<file path="config.mk">
export PLATFORM = sky130hd
export DESIGN_NAME = led_blinker_multi
export DESIGN_NICKNAME = d
export VERILOG_FILES = /design/src/rtl/led_blinker_multi.sv
export SDC_FILE = /design/constraint.sdc
export NUM_CORES = 1
export LEC_CHECK = 0
export BUFFER_PORTS_ARGS = -buffer_cell sky130_fd_sc_hd__buf_2
export CAP_MARGIN = 20
export CORE_UTILIZATION = 25
export DETAILED_ROUTE_END_ITERATION = 10
export GPL_ROUTABILITY_DRIVEN = 0
export PLACE_DENSITY_LB_ADDON = 0.25
export SYNTH_ARGS = -nofsm -noshare
export SYNTH_HDL_FRONTEND = slang
export SYNTH_HIERARCHICAL = 1
export SYNTH_SLANG_ARGS = --single-unit
</file>
<file path="constraint.sdc">
create_clock -name clk -period 3.52 [get_ports clk]
set_input_delay 0.176 -clock clk [delete_from_list [all_inputs] [get_ports clk]]
set_output_delay 0.176 -clock clk [all_outputs]
set_load 0.01 [all_outputs]
</file>
<file path="src/rtl/led_blinker_multi.sv">
// Multi-channel LED pattern generator: shared tick prescaler feeding an array of
// per-channel lanes, each configurable as OFF / ON / BLINK / finite BURST.

module led_blinker_lane #(
  parameter int CNT_W = 16
) (
  input  logic             clk,
  input  logic             rst,
  input  logic             tick,
  input  logic             we,
  input  logic [1:0]       mode_in,
  input  logic [CNT_W-1:0] half_in,
  input  logic [7:0]       count_in,
  output logic             led,
  output logic             busy,
  output logic             done
);
  typedef enum logic [1:0] {M_OFF, M_ON, M_BLINK, M_BURST} mode_e;

  mode_e            mode, mode_nx;
  logic [CNT_W-1:0] half, half_nx, phase, phase_nx;
  logic [7:0]       rem, rem_nx;
  logic             led_nx, busy_nx, done_nx;

  always_ff @(posedge clk) begin
    if (rst) begin
      mode  <= M_OFF;
      half  <= '0;
      phase <= '0;
      rem   <= '0;
      led   <= 1'b0;
      busy  <= 1'b0;
      done  <= 1'b0;
    end else begin
      mode  <= mode_nx;
      half  <= half_nx;
      phase <= phase_nx;
      rem   <= rem_nx;
      led   <= led_nx;
      busy  <= busy_nx;
      done  <= done_nx;
    end
  end

  // A write wins over a coincident tick; the tick is simply lost for this lane.
  always_comb begin
    mode_nx  = mode;
    half_nx  = half;
    phase_nx = phase;
    rem_nx   = rem;
    led_nx   = led;
    busy_nx  = busy;
    done_nx  = 1'b0;
    if (we) begin
      half_nx  = (half_in == '0) ? CNT_W'(1) : half_in;
      phase_nx = '0;
      rem_nx   = count_in;
      mode_nx  = mode_e'(mode_in);
      led_nx   = (mode_e'(mode_in) != M_OFF);
      busy_nx  = (mode_e'(mode_in) == M_BLINK) || (mode_e'(mode_in) == M_BURST);
      if (mode_e'(mode_in) == M_BURST && count_in == 8'd0) begin
        mode_nx = M_OFF;
        led_nx  = 1'b0;
        busy_nx = 1'b0;
        done_nx = 1'b1;
      end
    end else if (tick && (mode == M_BLINK || mode == M_BURST)) begin
      if (phase == half - CNT_W'(1)) begin
        phase_nx = '0;
        led_nx   = ~led;
        // Each falling edge of a burst closes one full blink.
        if (mode == M_BURST && led) begin
          rem_nx = rem - 8'd1;
          if (rem == 8'd1) begin
            mode_nx = M_OFF;
            busy_nx = 1'b0;
            done_nx = 1'b1;
          end
        end
      end else begin
        phase_nx = phase + CNT_W'(1);
      end
    end
  end
endmodule

module led_blinker_multi #(
  parameter int CHANNELS = 4,
  parameter int TICK_DIV = 1000,
  parameter int CNT_W    = 16,
  localparam int CHW     = (CHANNELS > 1) ? $clog2(CHANNELS) : 1
) (
  input  logic                clk,
  input  logic                rst,
  input  logic                cfg_we,
  input  logic [CHW-1:0]      cfg_ch,
  input  logic [1:0]          cfg_mode,
  input  logic [CNT_W-1:0]    cfg_half,
  input  logic [7:0]          cfg_count,
  output logic [CHANNELS-1:0] led_out,
  output logic [CHANNELS-1:0] busy,
  output logic [CHANNELS-1:0] done
);
  localparam int PW = (TICK_DIV > 1) ? $clog2(TICK_DIV) : 1;

  logic [PW-1:0] pcnt;
  logic          tick;

  assign tick = (pcnt == PW'(TICK_DIV - 1));

  always_ff @(posedge clk) begin
    if (rst || tick) pcnt <= '0;
    else             pcnt <= pcnt + PW'(1);
  end

  // Out-of-range channel indices match no lane and are dropped naturally.
  for (genvar g = 0; g < CHANNELS; g++) begin : g_lane
    led_blinker_lane #(.CNT_W(CNT_W)) u_lane (
      .clk      (clk),
      .rst      (rst),
      .tick     (tick),
      .we       (cfg_we && (cfg_ch == CHW'(g))),
      .mode_in  (cfg_mode),
      .half_in  (cfg_half),
      .count_in (cfg_count),
      .led      (led_out[g]),
      .busy     (busy[g]),
      .done     (done[g])
    );
  end
endmodule

</file>
==> results.yml <==
status:
  status: "finished, final reports clean"
power:
  peakVddDrop_v: 0.0002806
  powerDensity_nw_per_um2: 394.5
  pwr-share-comb_pct: 15.3
  p_leak_uw: 0.004648
  p_int_uw: 3562
  sw_frac_of_total_pct: 28.46
  power_frac_seq_pct: 45.8
  clockPowerShare_pct: 38.9
  finalPower_uw: 4979
  netSwitchingPower_uw: 1417
place:
  portBuffers: 42
  dpl-instance-area_um2: 12040
  dp.final_hpwl_um: 24130
grt:
  grt_pass1_vias: 9544
  antenna_found_initial: 0
  grt-ovfl-total: 0
  grt_max_degree: 38
  track_usage_pct: 15.08
  grt_pass1_wl_um: 53630
worst_setup_path:
  critical_path_buf_inv_count: 1
  cp.required_ns: 3.88
  worstPathMaxFanout: 9
  rr_worst_depth: 9
  criticalPathCategory: "register to register"
  cp_slowest_cell: "or4_4"
  r2r_slack_ns: 0.24
  r2r_end: "g_lane[0].u_lane/rem[7]"
  start_kind: "register"
  worstSetupEndpointType: "register"
  critical_path.max_stage_delay_ns: 0.56
  r2r_start: "g_lane[0].u_lane/half[0]"
  path_cells: "inv_1, ha_2, or3b_2, o41ai_2, nor4b_2, nor3_1, or4_4, or4b_1, a311oi_1"
  critPathTopFamily: "simple AND/OR/NAND/NOR gates"
  critPathArrivalTime_ns: 3.64
yosys:
  synth_area_leaders: "dfxtp_1, xor2_1, nor2_1"
  ys_top_cells_by_count: "dfxtp_1, nor2_1, xor2_1"
  synth_top_area_cell: "dfxtp_1"
  ys_seq_area_share_pct: 34.00
  yosysWarnings: 6
  synth-async-reset-ratio_pct: 0
  ys_ff_latch: 190
  synthCells: 1297
  yosysMostFrequentCell: "dfxtp_1"
  synth_top_cell_area_share_pct: 34.00
  synth_edf_count: 0
  syn_area_um2: 11190
  syn_area_per_cell_um2: 8.626
  syn_nets: 1346
  synth_cell_types: 97
  ys.flop_type: "dfxtp_1"
timing:
  fmax_ghz: 0.3048
  drv_slew: 0
  tns_ns: 0
  fin_worst_skew_ns: 0.01526
  setup_viol: 0
  relSlewSlack_pct: 31.34
  rsz0062_at_grt: "false"
  final_hold_viol_count: 0
  period_minus_slack_ns: 3.281
  tightest_slew_ns: 1.026
  period_share_pct: 93.20
route:
  wl_met1_um: 17150
  dr_wl_met2_um: 14500
  wl_um: 33230
  ant_nets: 0
  wl_met3_um: 1136
  wl_per_cell_um: 17.19
  drt-initial-drc-count: 491
  dr_total_vias: 9882
  remaining_drc_errors: 0
  drt_pre_antenna_iters: 5
  vias_per_cell: 5.112
  routed.top_layer: "met4"
finish:
  post-route-util_pct: 28.54
  areaGrowthSynthToFinish_pct: 12.81
  final_nets: 1378
  fin_area_um2: 12620
  multi_input_area_um2: 6909
  fillers: 4738
  seq_area_um2: 3804
  drive_gt1_share_pct: 13.72
  num_antenna_cells: 0
floorplan:
  row_count: 77
  die_width_um: 213.6
  die_y_um: 213.6
  pin_count: 43
  core_area_um2: 44220
  start_util_pct: 25.30
  die_area_um2: 45600
clock_network:
  numCtsBuffers: 17
  clock_latency_ns: 0.45
  cts_tree: "built"
  cts_max_level: 4
  cts_root_buf: "clkbuf_16"
  clkTransAtPathRegs_ns: 0.07
  clk_path_buf_depth: 2
  cts_hold_buf: 0
  cts.sinks: 190
min_path:
  hp-class: "primary input to register"
  worstHoldEndpoint: "g_lane[2].u_lane/half[1]"
  hold_start: "cfg_half[1]"
  holdPathStages: 3
job:
  drv_cap: 0
area by class of cell:
type                            instances  share of cell area [%]
Tap cell                              592                   5.869
Clock buffer                           20                   3.539
Clock inverter                         11                  0.9121
Inverter                               40                   1.190
Sequential cell                       190                   30.14
Timing Repair Buffer                   73                   3.609
Multi-Input combinational cell       1007                   54.74
how the worst max path moves through the flow:
stage | startpoint | endpoint | slack [ns] | cells past startpoint
6_report | g_lane[0].u_lane/half[0] | g_lane[0].u_lane/rem[7] | 0.24 | 9
5_1_grt | g_lane[0].u_lane/half[0] | g_lane[0].u_lane/rem[7] | 0.02 | 9
4_1_cts | g_lane[0].u_lane/half[0] | g_lane[0].u_lane/rem[7] | 0.12 | 9
3_5_place_dp | g_lane[0].u_lane/half[0] | g_lane[0].u_lane/rem[7] | 0.16 | 9
3_3_place_gp | g_lane[0].u_lane/half[0] | g_lane[0].u_lane/rem[7] | 0.22 | 9
2_1_floorplan | g_lane[0].u_lane/half[2] | g_lane[0].u_lane/done | 0.41 | 10
through the flow:
stage / setup slack (ns) / cells / hold slack, ns
3_5_place_dp: 0.1636 / 1900 / 0.4404
6_report: 0.2394 / 1933 / 0.1092
2_1_floorplan: 0.4092 / 1297 / 0.2454
3_3_place_gp: 0.2162 / 1900 / 0.4303
4_1_cts: 0.1230 / 1931 / 0.08346
5_1_grt: 0.01612 / 1933 / 0.09849
worst register-to-register path, cell delays in order, from the launching register on:
cell	delay [ns]
dfxtp_1	0.36
inv_1	0.10
ha_2	0.23
or3b_2	0.52
o41ai_2	0.25
nor4b_2	0.25
nor3_1	0.14
or4_4	0.56
or4b_1	0.51
a311oi_1	0.28
what timing repair did:
item,4_1_cts,5_1_grt
resized for setup,0,2
setup endpoints to repair,0,2
buffers inserted,0,2
placed cells by master (no fill, tap or decap), types with 7 or more instances in the layout:
cell	n
ha_1	17
o21ai_0	24
nor2b_1	10
buf_4	30
nand3b_1	8
nand3_1	58
o211ai_1	20
nor4b_1	7
a31o_1	10
a22o_1	50
buf_2	42
nor3_1	36
a31oi_1	8
nor3b_1	9
inv_1	38
a211oi_1	12
or4_4	9
a21oi_1	28
xnor2_1	51
xor2_1	83
nand2b_1	14
clkbuf_16	17
and3_1	20
o31ai_1	7
nand4_1	34
nor2_1	161
nor4_1	40
and4_1	10
a311oi_1	14
and2_1	10
a21o_2	9
or3_1	23
or4_1	16
dfxtp_1	190
nand2_1	66
or2_2	7
sequential cells by signal, indices dropped and copies added, names as in the netlist:
name,count
g_lane.u_lane/rem,32
g_lane.u_lane/led,4
g_lane.u_lane/busy,4
g_lane.u_lane/done,4
g_lane.u_lane/half,64
pcnt,10
g_lane.u_lane/phase,64
g_lane.u_lane/mode,8
metal layers:
layer	vias up	GRT usage, %
li1	4901	-
met1	4780	21.60
met2	175	23.15
met3	26	2.739
met4	0	3.719
met5	-	0
power groups by stage:
| stage | clock (uW) | combinational [uW] | sequential, uW |
|---|---|---|---|
| global route | 2090 | 842 | 2290 |
| floorplan | 0 | 547 | 2310 |
| finish | 1940 | 763 | 2280 |
| detailed placement | 0 | 754 | 2330 |
| global placement | 0 | 746 | 2330 |
| CTS | 1990 | 759 | 2280 |
logic make-up after synthesis:
group                      Yosys count  synth area share, %
AOI/OAI and AO/OA                  262                18.71
xor gates and xnor gates           135                10.71
adders and majority gates           18                2.013
buffers and inverters              100                4.328
DFF                                190                34.00
muxes                                6               0.5368
and+or+nand+nor                    586                29.70
(Power assumes the default switching activity.)
